## config.mk

```make
export PLATFORM = sky130hd
export DESIGN_NAME = spi_ram_arbiter
export DESIGN_NICKNAME = d
export VERILOG_FILES = /design/src/rtl/spi_ram_arbiter.sv
export SDC_FILE = /design/constraint.sdc
export NUM_CORES = 1
export LEC_CHECK = 0
export CAP_MARGIN = 20
export CORE_ASPECT_RATIO = 2
export CORE_MARGIN = 2
export CORE_UTILIZATION = 35
export DETAILED_ROUTE_END_ITERATION = 10
export PLACE_DENSITY = 0.8
export SYNTH_ARGS = -nofsm -noshare
export SYNTH_HDL_FRONTEND = slang
export SYNTH_SLANG_ARGS = --single-unit
```

## constraint.sdc

```tcl
create_clock -name clk -period 2.1 [get_ports clk]
set_input_delay 0.21 -clock clk [delete_from_list [all_inputs] [get_ports clk]]
set_output_delay 0.21 -clock clk [all_outputs]
set_load 0.05 [all_outputs]
```

## src/rtl/spi_ram_arbiter.sv

```systemverilog
// spi_ram_arbiter
//   Shares one SPI RAM controller between NUM_PORTS requesters (for example
//   loader/debug, CPU instruction fetch and CPU data access). Requests are
//   arbitrated round-robin. The winner's command is latched, and a
//   single-cycle start_read or start_write is issued to the controller. The
//   arbiter then waits for the controller to finish and returns read data
//   with a one-cycle done pulse to the winning port.
//
// Ports
//   clk, rst_n       clock; synchronous active-low reset (shared with controller)
//   req, we          per-port request level and write enable (1 = write)
//   addr, wdata      packed per-port address / write data, port i at [i*W +: W]
//   gnt              one-cycle pulse: that port's command was accepted
//   done             one-cycle pulse: that port's access has completed
//   rdata            read data, valid while done is high, held between accesses
//   busy             arbiter is not idle
//   mem_*            controller command interface (addr/data/start/busy/rdata)

module spi_ram_arbiter #(
    parameter int NUM_PORTS = 3,
    parameter int ADDR_BITS = 16,
    parameter int DATA_BITS = 16
) (
    input  logic                           clk,
    input  logic                           rst_n,
    input  logic [NUM_PORTS-1:0]           req,
    input  logic [NUM_PORTS-1:0]           we,
    input  logic [NUM_PORTS*ADDR_BITS-1:0] addr,
    input  logic [NUM_PORTS*DATA_BITS-1:0] wdata,
    output logic [NUM_PORTS-1:0]           gnt,
    output logic [NUM_PORTS-1:0]           done,
    output logic [DATA_BITS-1:0]           rdata,
    output logic                           busy,
    output logic [ADDR_BITS-1:0]           mem_addr,
    output logic [DATA_BITS-1:0]           mem_wdata,
    output logic                           mem_start_read,
    output logic                           mem_start_write,
    input  logic [DATA_BITS-1:0]           mem_rdata,
    input  logic                           mem_busy
);

    localparam int PTR_W = $clog2(NUM_PORTS);

    typedef enum logic [1:0] {
        IDLE,
        ISSUE,
        WAIT
    } state_t;

    state_t               state_q, state_d;
    logic [PTR_W-1:0]     ptr_q, ptr_d;
    logic [PTR_W-1:0]     win_q, win_d;
    logic                 we_q, we_d;
    logic                 first_q, first_d;
    logic [NUM_PORTS-1:0] gnt_q, gnt_d;
    logic [NUM_PORTS-1:0] done_q, done_d;
    logic [DATA_BITS-1:0] rdata_q, rdata_d;
    logic                 busy_q, busy_d;
    logic [ADDR_BITS-1:0] mem_addr_q, mem_addr_d;
    logic [DATA_BITS-1:0] mem_wdata_q, mem_wdata_d;
    logic                 start_rd_q, start_rd_d;
    logic                 start_wr_q, start_wr_d;
    logic [PTR_W-1:0]     winner;

    logic [ADDR_BITS-1:0] addr_arr  [NUM_PORTS];
    logic [DATA_BITS-1:0] wdata_arr [NUM_PORTS];

    // Unpack the flat per-port buses so the winner can be selected by index.
    for (genvar g = 0; g < NUM_PORTS; g++) begin : g_unpack
        assign addr_arr[g]  = addr[g*ADDR_BITS +: ADDR_BITS];
        assign wdata_arr[g] = wdata[g*DATA_BITS +: DATA_BITS];
    end

    // First set request searching upward from the pointer, wrapping modulo
    // NUM_PORTS. The sum never exceeds 2*NUM_PORTS-2, so a single
    // conditional subtract is enough for the wrap.
    function automatic logic [PTR_W-1:0] pick_winner(
        input logic [NUM_PORTS-1:0] r,
        input logic [PTR_W-1:0]     ptr
    );
        logic [PTR_W-1:0] win;
        logic             found;
        logic [PTR_W:0]   idx;
        win   = ptr;
        found = 1'b0;
        for (int i = 0; i < NUM_PORTS; i++) begin
            idx = {1'b0, ptr} + (PTR_W+1)'(i);
            if (idx >= (PTR_W+1)'(NUM_PORTS)) begin
                idx = idx - (PTR_W+1)'(NUM_PORTS);
            end
            if (!found && r[idx[PTR_W-1:0]]) begin
                found = 1'b1;
                win   = idx[PTR_W-1:0];
            end
        end
        return win;
    endfunction

    function automatic logic [NUM_PORTS-1:0] onehot(input logic [PTR_W-1:0] i);
        logic [NUM_PORTS-1:0] v;
        v    = '0;
        v[i] = 1'b1;
        return v;
    endfunction

    assign winner = pick_winner(req, ptr_q);

    // Next-state and registered-output logic. Pulses default low, and
    // holding registers default to their current value.
    always_comb begin
        state_d     = state_q;
        ptr_d       = ptr_q;
        win_d       = win_q;
        we_d        = we_q;
        first_d     = 1'b0;
        gnt_d       = '0;
        done_d      = '0;
        rdata_d     = rdata_q;
        mem_addr_d  = mem_addr_q;
        mem_wdata_d = mem_wdata_q;
        start_rd_d  = 1'b0;
        start_wr_d  = 1'b0;

        case (state_q)
            IDLE: begin
                if (|req) begin
                    state_d     = ISSUE;
                    win_d       = winner;
                    we_d        = we[winner];
                    mem_addr_d  = addr_arr[winner];
                    mem_wdata_d = wdata_arr[winner];
                    gnt_d       = onehot(winner);
                    start_rd_d  = !we[winner];
                    start_wr_d  = we[winner];
                    ptr_d       = (winner == PTR_W'(NUM_PORTS-1)) ? '0 : winner + 1'b1;
                end
            end
            ISSUE: begin
                state_d = WAIT;
                first_d = 1'b1;
            end
            WAIT: begin
                // The controller raises busy only one cycle after the start,
                // so mem_busy is meaningless in the first WAIT cycle.
                if (!first_q && !mem_busy) begin
                    state_d = IDLE;
                    done_d  = onehot(win_q);
                    if (!we_q) begin
                        rdata_d = mem_rdata;
                    end
                end
            end
            default: begin
                state_d = IDLE;
            end
        endcase

        busy_d = (state_d != IDLE);
    end

    // State and output registers; reset abandons any access in flight.
    always_ff @(posedge clk) begin
        if (!rst_n) begin
            state_q     <= IDLE;
            ptr_q       <= '0;
            win_q       <= '0;
            we_q        <= 1'b0;
            first_q     <= 1'b0;
            gnt_q       <= '0;
            done_q      <= '0;
            rdata_q     <= '0;
            busy_q      <= 1'b0;
            mem_addr_q  <= '0;
            mem_wdata_q <= '0;
            start_rd_q  <= 1'b0;
            start_wr_q  <= 1'b0;
        end else begin
            state_q     <= state_d;
            ptr_q       <= ptr_d;
            win_q       <= win_d;
            we_q        <= we_d;
            first_q     <= first_d;
            gnt_q       <= gnt_d;
            done_q      <= done_d;
            rdata_q     <= rdata_d;
            busy_q      <= busy_d;
            mem_addr_q  <= mem_addr_d;
            mem_wdata_q <= mem_wdata_d;
            start_rd_q  <= start_rd_d;
            start_wr_q  <= start_wr_d;
        end
    end

    assign gnt             = gnt_q;
    assign done            = done_q;
    assign rdata           = rdata_q;
    assign busy            = busy_q;
    assign mem_addr        = mem_addr_q;
    assign mem_wdata       = mem_wdata_q;
    assign mem_start_read  = start_rd_q;
    assign mem_start_write = start_wr_q;

endmodule

```

==> flow_summary.html, run 1 <==
<table>
<tr><th>Metric</th><th>Value</th></tr>
<tr><th colspan="2">Outcome</th></tr>
<tr><td>Outcome</td><td>finished, violations left</td></tr>
<tr><td>Violations in the final reports</td><td>setup timing</td></tr>
<tr><th colspan="2">Power</th></tr>
<tr><td>P_int</td><td>5.39 mW</td></tr>
<tr><td>Ratio of total power to cell area</td><td>1580 nW/um^2</td></tr>
<tr><td>Share of total power in the clock network</td><td>15.8%</td></tr>
<tr><td>Sequential share of power</td><td>18.9%</td></tr>
<tr><td>Switching Power</td><td>4.30 mW</td></tr>
<tr><td>Combinational Power Share</td><td>65.3%</td></tr>
<tr><td>Max VDD drop</td><td>867 uV</td></tr>
<tr><td>Net switching fraction of the power</td><td>44.4%</td></tr>
<tr><td>Leak</td><td>2.25 nW</td></tr>
<tr><td>Total power after layout</td><td>9.69 mW</td></tr>
<tr><th colspan="2">CTS</th></tr>
<tr><td>Maximum level of the CTS H-tree</td><td>3</td></tr>
<tr><td>Clk Tree Root Cell</td><td>clkbuf_16</td></tr>
<tr><td>Latest clock arrival within the worst-skew pair</td><td>0.33 ns</td></tr>
<tr><td>Clock tree from TritonCTS</td><td>built</td></tr>
<tr><td>Sink count of the clock tree</td><td>65</td></tr>
<tr><td>Clock transition at the registers of the reported paths</td><td>0.06 ns</td></tr>
<tr><td>Total clock buffers created by CTS</td><td>9</td></tr>
<tr><td>CTS max path bufs</td><td>2</td></tr>
<tr><th colspan="2">Yosys</th></tr>
<tr><td>Portion of the post-synthesis area used by sequential elements</td><td>39.2%</td></tr>
<tr><td>Count of flip-flops with a built-in enable after synthesis</td><td>0</td></tr>
<tr><td>Area leader, netlist</td><td>dfxtp_1</td></tr>
<tr><td>Post-synthesis area per instance</td><td>8.80 sq um</td></tr>
<tr><td>Count of yosys warnings during synthesis</td><td>0</td></tr>
<tr><td>Combined area of all synthesized cells</td><td>3320 sq um</td></tr>
<tr><td>Number of nets produced by synthesis</td><td>502</td></tr>
<tr><td>Post-synthesis instance total</td><td>377</td></tr>
<tr><td>Number of synthesized register bits</td><td>65</td></tr>
<tr><td>Number of distinct library cells after synthesis</td><td>50</td></tr>
<tr><td>Ranking of synthesized cells by area</td><td>dfxtp_1, a221oi_2, nand2_1</td></tr>
<tr><td>Proportion of register bits with asynchronous set or reset after synthesis</td><td>0%</td></tr>
<tr><td>Post-synth top area share</td><td>39.2%</td></tr>
<tr><td>Dominant register cell in the synthesized netlist</td><td>dfxtp_1</td></tr>
<tr><th colspan="2">Timing</th></tr>
<tr><td>Max Clock Freq</td><td>0.462 GHz</td></tr>
<tr><td>Minimum clock period after layout</td><td>2.17 ns</td></tr>
<tr><td>Final count of hold timing violations</td><td>0</td></tr>
<tr><td>Setup repair after global routing missed its margin</td><td>true</td></tr>
<tr><td>Final critical-path setup slack</td><td>-0.0651 ns</td></tr>
<tr><td>Rel. slew slack</td><td>60.8%</td></tr>
<tr><td>Worst clock skew</td><td>0.00667 ns</td></tr>
<tr><td>Slew of the pin with the lowest slew margin</td><td>0.588 ns</td></tr>
<tr><td>Final cycle utilization of the critical path</td><td>103%</td></tr>
<tr><td>Setup violation total in the final timing report</td><td>28</td></tr>
<tr><td>Pins over their slew limit</td><td>0</td></tr>
<tr><th colspan="2">Drt</th></tr>
<tr><td>Count of TritonRoute iterations in the first routing pass</td><td>4</td></tr>
<tr><td>Drt via density</td><td>5.59</td></tr>
<tr><td>Routed length per instance</td><td>18.7 microns</td></tr>
<tr><td>Final WL</td><td>12.9 mm</td></tr>
<tr><td>Vias after detailed routing</td><td>3858</td></tr>
<tr><td>Antenna Violating Nets Remaining</td><td>0</td></tr>
<tr><td>Iter 0 DRT Violations</td><td>165</td></tr>
<tr><td>Post-route DRC violation count</td><td>0</td></tr>
<tr><th colspan="2">Die</th></tr>
<tr><td>Area of the core</td><td>9320 sq um</td></tr>
<tr><td>Die area</td><td>10300 sq um</td></tr>
<tr><td>Initial standard-cell utilization of the core</td><td>35.6%</td></tr>
<tr><td>DIE HEIGHT</td><td>142 microns</td></tr>
<tr><td>I/O pin count</td><td>178</td></tr>
<tr><td>FP Rows</td><td>50</td></tr>
<tr><td>Die X-Extent</td><td>72.9 microns</td></tr>
<tr><th colspan="2">Final layout</th></tr>
<tr><td>Most frequent cells in the layout</td><td>clkdlybuf4s50_1, nand2_1, dfxtp_1</td></tr>
<tr><td>Most common library cell in the layout ignoring fill and taps</td><td>clkdlybuf4s50_1</td></tr>
<tr><td>Fillcell total</td><td>736</td></tr>
<tr><td>Layout cell share with drive strength beyond 1</td><td>24.9%</td></tr>
<tr><td>Share of the core filled with cells</td><td>65.7%</td></tr>
<tr><td>Final net count</td><td>706</td></tr>
<tr><td>Post-synthesis to final-layout area growth</td><td>84.5%</td></tr>
<tr><td>Number of antenna repair diodes</td><td>0</td></tr>
<tr><th colspan="2">GRT</th></tr>
<tr><td>Global route total overflow</td><td>0</td></tr>
<tr><td>Maximum number of pins on one net before global-route repair</td><td>33</td></tr>
<tr><td>Overall fraction of global-route tracks in use</td><td>24.1%</td></tr>
<tr><td>Number of global-route vias before repair</td><td>3778</td></tr>
<tr><td>First-pass GRT wire length</td><td>19.1 mm</td></tr>
<tr><td>Antenna violations before repair</td><td>0</td></tr>
<tr><th colspan="2">Placement</th></tr>
<tr><td>IO Port Bufs</td><td>177</td></tr>
<tr><td>HPWL after DPL</td><td>9.09 mm</td></tr>
<tr><td>Worst slack after detailed placement</td><td>-0.281 ns</td></tr>
<tr><td>Final RePlAce weighted congestion</td><td>0.947</td></tr>
<tr><th colspan="2">Min path</th></tr>
<tr><td>Min-Delay Endpoint</td><td>rdata[4]</td></tr>
<tr><td>Classification of the worst-slack hold path</td><td>in -&gt; reg</td></tr>
<tr><td>Count of cells along the worst hold path</td><td>3</td></tr>
<tr><td>Startpoint of the worst hold path</td><td>mem_rdata[4]</td></tr>
<tr><th colspan="2">Worst setup path</th></tr>
<tr><td>Launching point of the worst reg2reg path</td><td>ptr_q[1]</td></tr>
<tr><td>Element type at the critical path end</td><td>flop</td></tr>
<tr><td>Worst setup path category</td><td>reg -&gt; reg</td></tr>
<tr><td>Critical path launch point type</td><td>flop</td></tr>
<tr><td>Count of cells along the worst register-to-register path</td><td>11</td></tr>
<tr><td>Top fanout value on the critical path</td><td>17</td></tr>
<tr><td>Data arrival time of the critical path</td><td>2.38 ns</td></tr>
<tr><td>Reg-to-Reg End</td><td>mem_wdata[15]</td></tr>
<tr><td>Required time worst endpoint</td><td>2.32 ns</td></tr>
<tr><td>Flop2flop setup slack</td><td>-0.07 ns</td></tr>
<tr><th colspan="2">Flow run</th></tr>
<tr><td># Max-Cap Violations</td><td>0</td></tr>
</table>
## synthesized netlist by cell type, drive strengths merged, types with 3 or more instances
| cell | count |
|---|---|
| a211oi | 3 |
| a21oi | 49 |
| a221oi | 27 |
| a31oi | 28 |
| a32oi | 6 |
| buf | 21 |
| clkbuf | 10 |
| dfxtp | 65 |
| ha | 4 |
| inv | 5 |
| mux2i | 6 |
| nand2 | 94 |
| nand2b | 4 |
| nand3 | 15 |
| nand3b | 3 |
| nor2 | 6 |
| nor3 | 6 |
| o21ai | 5 |
## power by group through the flow
stage	Sequential, mW	Clock (mW)	Combinational [mW]
floorplan	2.59	0	2.60
global placement	1.79	0	4.98
detailed placement	1.81	0	5.12
CTS	1.82	1.55	6.00
global route	1.87	1.60	6.73
finish	1.83	1.53	6.32
## per-layer routing
metal | routed length (microns) | GRT usage (%)
met5 | 0 | 0
met1 | 4460 | 25.3
met2 | 7120 | 42.7
met4 | 696 | 15.7
met3 | 621 | 4.05
## worst max path at each step
| stage | cells past startpoint | slack [ns] | from | end |
|---|---|---|---|---|
| floorplan | 9 | 0.003 | ptr_q[1] | mem_addr[0] |
| global placement | 9 | -0.19 | req[1] | mem_wdata[5] |
| detailed placement | 8 | -0.28 | req[1] | mem_wdata[5] |
| CTS | 11 | -0.04 | ptr_q[1] | mem_wdata[15] |
| global route | 11 | -0.15 | ptr_q[1] | mem_addr[10] |
| finish | 11 | -0.07 | ptr_q[1] | mem_wdata[15] |
## area by class of cell
| type | instances | area, sq um | area share (%) |
|---|---|---|---|
| inverter | 5 | 23.8 | 0.388 |
| clock inverter | 6 | 67.6 | 1.10 |
| clock buffer | 10 | 239 | 3.90 |
| sequential | 65 | 1310 | 21.4 |
| timing repair buffer | 224 | 2310 | 37.7 |
| tap | 104 | 130 | 2.13 |
| multi-input combinational | 276 | 2050 | 33.4 |
## stage by stage
stage	hold slack [ns]	TNS (ns)	cell area, sq um	cells
after floorplan	0.346	0	3330	377
after global placement	0.441	-5.43	5390	663
after detailed placement	0.449	-8.99	5390	663
after CTS	0.417	-0.509	5990	688
after global routing	0.435	-4.34	6120	690
final	0.424	-0.825	6120	690
## kinds of logic after synthesis
| kind of cell | Yosys count | share of synthesized area [%] |
|---|---|---|
| muxes | 6 | 2.19 |
| AOI/OAI and AO/OA | 130 | 32.0 |
| DFF | 65 | 39.2 |
| adders and majority gates | 4 | 1.51 |
| and+or+nand+nor | 136 | 18.3 |
| buffers and inverters | 36 | 6.83 |
## worst max-delay path, stage by stage (launching register included)
cell	delay, ns
dfxtp_4	0.39
inv_4	0.05
ha_4	0.18
mux2i_4	0.20
buf_6	0.15
o22ai_4	0.16
a21oi_4	0.06
or2_4	0.26
buf_12	0.13
buf_16	0.15
a32oi_2	0.22
nand3_1	0.09
## flip-flops by register name (all words and copies together) (netlist names)
signal / flops
busy: 1
done: 3
first_q: 1
gnt: 3
mem_addr: 16
mem_start_read: 1
mem_start_write: 1
mem_wdata: 16
ptr_q: 2
rdata: 16
state_q: 2
we_q: 1
win_q: 2
## timing repair
action	4_1_cts	5_1_grt
pin swaps	30	50
hold buffers	0	0
setup endpoints to repair	38	37
cloned	3	0
setup buffers	8	2
gates resized for setup	52	30
No activity file was read; power rests on OpenSTA's default activity.
==> run 2: changes to the inputs <==
--- a/config.mk
+++ b/config.mk
@@ -11,2 +11,3 @@
 export CORE_UTILIZATION = 35
+export CTS_CLUSTER_SIZE = 28
 export DETAILED_ROUTE_END_ITERATION = 10
--- a/constraint.sdc
+++ b/constraint.sdc
@@ -3,2 +3,2 @@
 set_output_delay 0.21 -clock clk [all_outputs]
-set_load 0.05 [all_outputs]
+set_load 0.005 [all_outputs]
==> flow_summary.html, run 2 (synthesis gave the netlist of run 1 again) <==
<table>
<tr><th>Metric</th><th>Value</th></tr>
<tr><th colspan="2">Outcome</th></tr>
<tr><td>Outcome</td><td>finished, violations left</td></tr>
<tr><td>Violations in the final reports</td><td>setup timing</td></tr>
<tr><th colspan="2">GRT</th></tr>
<tr><td>Maximum number of pins on one net before global-route repair</td><td>33</td></tr>
<tr><td>Global route total overflow</td><td>0</td></tr>
<tr><td>Number of global-route vias before repair</td><td>3883</td></tr>
<tr><td>First-pass GRT wire length</td><td>18.6 mm</td></tr>
<tr><td>Antenna violations before repair</td><td>0</td></tr>
<tr><td>Overall fraction of global-route tracks in use</td><td>23.3%</td></tr>
<tr><th colspan="2">Flow run</th></tr>
<tr><td># Max-Cap Violations</td><td>0</td></tr>
<tr><th colspan="2">CTS</th></tr>
<tr><td>Total clock buffers created by CTS</td><td>9</td></tr>
<tr><td>Latest clock arrival within the worst-skew pair</td><td>0.34 ns</td></tr>
<tr><td>Maximum level of the CTS H-tree</td><td>3</td></tr>
<tr><td>Clock transition at the registers of the reported paths</td><td>0.06 ns</td></tr>
<tr><td>Clk Tree Root Cell</td><td>clkbuf_16</td></tr>
<tr><td>CTS max path bufs</td><td>2</td></tr>
<tr><td>Sink count of the clock tree</td><td>65</td></tr>
<tr><td>Clock tree from TritonCTS</td><td>built</td></tr>
<tr><td>Hold-fix buffers, CTS</td><td>0</td></tr>
<tr><th colspan="2">Die</th></tr>
<tr><td>Initial standard-cell utilization of the core</td><td>35.6%</td></tr>
<tr><td>Die X-Extent</td><td>72.9 microns</td></tr>
<tr><td>DIE HEIGHT</td><td>142 microns</td></tr>
<tr><td>Area of the core</td><td>9320 sq um</td></tr>
<tr><td>I/O pin count</td><td>178</td></tr>
<tr><td>FP Rows</td><td>50</td></tr>
<tr><td>Die area</td><td>10300 sq um</td></tr>
<tr><th colspan="2">Worst setup path</th></tr>
<tr><td>Slowest cell on the critical path</td><td>dfxtp_4</td></tr>
<tr><td>Required time worst endpoint</td><td>2.32 ns</td></tr>
<tr><td>Maximum single-stage delay on the critical path</td><td>0.37 ns</td></tr>
<tr><td>Family with the most delay on the worst path</td><td>buffers and inverters</td></tr>
<tr><td>Element type at the critical path end</td><td>flop</td></tr>
<tr><td>Worst setup path category</td><td>reg -&gt; reg</td></tr>
<tr><td>Most frequent CP cell</td><td>buf_4</td></tr>
<tr><td>Top fanout value on the critical path</td><td>10</td></tr>
<tr><td>Combined buffer and inverter count along the critical path</td><td>4</td></tr>
<tr><td>CP Cell Sequence</td><td>inv_4 -&gt; ha_4 -&gt; mux2i_4 -&gt; o21ai_2 -&gt; nor4_2 -&gt; buf_4 -&gt; a211oi_4 -&gt; buf_6 -&gt; buf_4 -&gt; a221oi_2 -&gt; a31oi_1</td></tr>
<tr><td>Critical path launch point type</td><td>flop</td></tr>
<tr><td>Data arrival time of the critical path</td><td>2.41 ns</td></tr>
<tr><th colspan="2">Power</th></tr>
<tr><td>Ratio of total power to cell area</td><td>1440 nW/um^2</td></tr>
<tr><td>Leak</td><td>2.30 nW</td></tr>
<tr><td>Max VDD drop</td><td>897 uV</td></tr>
<tr><th colspan="2">Timing</th></tr>
<tr><td>Worst clock skew</td><td>0.00813 ns</td></tr>
<tr><td>Minimum clock period after layout</td><td>2.20 ns</td></tr>
<tr><td>Max Clock Freq</td><td>0.455 GHz</td></tr>
<tr><td>Setup violation total in the final timing report</td><td>32</td></tr>
<tr><td>Final count of hold timing violations</td><td>0</td></tr>
<tr><td>Slew of the pin with the lowest slew margin</td><td>0.582 ns</td></tr>
<tr><td>Final cycle utilization of the critical path</td><td>105%</td></tr>
<tr><td>Hold_ws</td><td>0.418 ns</td></tr>
<tr><td>Pins over their slew limit</td><td>0</td></tr>
<tr><td>Final critical-path setup slack</td><td>-0.0965 ns</td></tr>
<tr><td>Rel. slew slack</td><td>61.2%</td></tr>
<tr><td>Setup repair after global routing missed its margin</td><td>true</td></tr>
<tr><th colspan="2">Placement</th></tr>
<tr><td>Worst slack after detailed placement</td><td>-0.313 ns</td></tr>
<tr><td>Post-place instance area</td><td>5410 sq um</td></tr>
<tr><td>IO Port Bufs</td><td>177</td></tr>
<tr><td>Final RePlAce weighted congestion</td><td>0.952</td></tr>
<tr><td>Total instance count after detailed placement</td><td>666</td></tr>
<tr><td>HPWL after DPL</td><td>9.13 mm</td></tr>
<tr><th colspan="2">Drt</th></tr>
<tr><td>Vias after detailed routing</td><td>3778</td></tr>
<tr><td>Routed length per instance</td><td>18.3 microns</td></tr>
<tr><td>Iter 0 DRT Violations</td><td>167</td></tr>
<tr><td>Final WL</td><td>12.7 mm</td></tr>
<tr><td>Count of TritonRoute iterations in the first routing pass</td><td>4</td></tr>
<tr><td>Drt via density</td><td>5.42</td></tr>
<tr><td>Antenna Violating Nets Remaining</td><td>0</td></tr>
<tr><td>Post-route DRC violation count</td><td>0</td></tr>
<tr><th colspan="2">Final layout</th></tr>
<tr><td>Finished layout cell area</td><td>6200 sq um</td></tr>
<tr><td>Fillcell total</td><td>714</td></tr>
<tr><td>Area used by multi-input combinational logic</td><td>2040 sq um</td></tr>
<tr><td>Most frequent cells in the layout</td><td>clkdlybuf4s50_1, nand2_1, dfxtp_1</td></tr>
<tr><td>Final net count</td><td>713</td></tr>
<tr><td>Number of cells in the finished layout apart from fillers</td><td>697</td></tr>
<tr><td>Number of antenna repair diodes</td><td>0</td></tr>
<tr><td>Share of the core filled with cells</td><td>66.5%</td></tr>
<tr><td>Most common library cell in the layout ignoring fill and taps</td><td>clkdlybuf4s50_1</td></tr>
<tr><td>Register Area</td><td>1310 sq um</td></tr>
<tr><td>Post-synthesis to final-layout area growth</td><td>86.9%</td></tr>
<tr><td>Layout cell share with drive strength beyond 1</td><td>25.6%</td></tr>
<tr><th colspan="2">Min path</th></tr>
<tr><td>Classification of the worst-slack hold path</td><td>in -&gt; reg</td></tr>
</table>
## run 2: cell count changes in the layout (fill, tap and decap cells not counted), sizes merged
cell and delta:
bufinv +1, clkdlybuf4s50 -1, buf +6, dlymetal6s2s +1, inv +1, clkinvlp -1
## run 2: worst reg2reg max path: stages (launching register included)
cell and delay, ns:
dfxtp_4 0.37, inv_4 0.06, ha_4 0.16, mux2i_4 0.28, o21ai_2 0.09, nor4_2 0.26, buf_4 0.18, a211oi_4 0.05
buf_6 0.16, buf_4 0.14, a221oi_2 0.25, a31oi_1 0.07
## run 2: what timing repair did
action | in CTS | in global routing
gates cloned | 2 | 1
gates resized for setup | 54 | 26
endpoints found under the hold margin | 0 | 0
setup endpoints to repair | 42 | 37
pin swaps | 44 | 28
setup buffers | 4 | 8
## run 2: metal layers
metal	vias up	wire length, microns	track usage, %	share of wire (%)
met5	-	0	0	0
met4	0	765	17.4	6.0
met3	55	566	3.55	4.4
met2	150	6930	40.5	54
met1	1759	4470	24.2	35
li1	1814	-	-	-
## run 2: power breakdown
group          switching [mW]  internal (mW)  leakage (nW)  total (mW)
clock network           0.584           1.05         0.156        1.63
logic                    2.64           2.85          1.61        5.48
registers               0.266           1.55         0.535        1.82
## run 2: final timing paths
path	from	end	slack, ns	depth (start not counted)
worst max-delay path	ptr_q[1]	mem_wdata[12]	-0.1	11
worst min register to register	rdata[10]	rdata[10]	0.46	2
worst min-delay path	mem_rdata[11]	rdata[11]	0.42	3
worst max register to register	ptr_q[1]	mem_wdata[12]	-0.1	11
## run 2: stage by stage
stage | power (mW) | TNS (ns)
floorplan | 4.40 | 0
global placement | 5.96 | -5.89
detailed placement | 6.12 | -9.40
CTS | 8.50 | -0.794
global route | 9.43 | -4.79
finish | 8.93 | -1.24
## run 2: cell type report
class                   instances  area share, %
multi-input cells             276           32.9
well taps                     104           2.10
inverters                       5          0.383
flip-flops and latches         65           21.1
clock inverters                 7           1.65
clock buffers                   9           3.63
repair buffers                231           38.2
==> run 3: changes to the inputs <==
CAP_MARGIN = 15   (was 20)
SLEW_MARGIN = 20   (was not set)
==> results of run 3 <==
No change in the layout: final DEF, timing and power equal those of run 2.
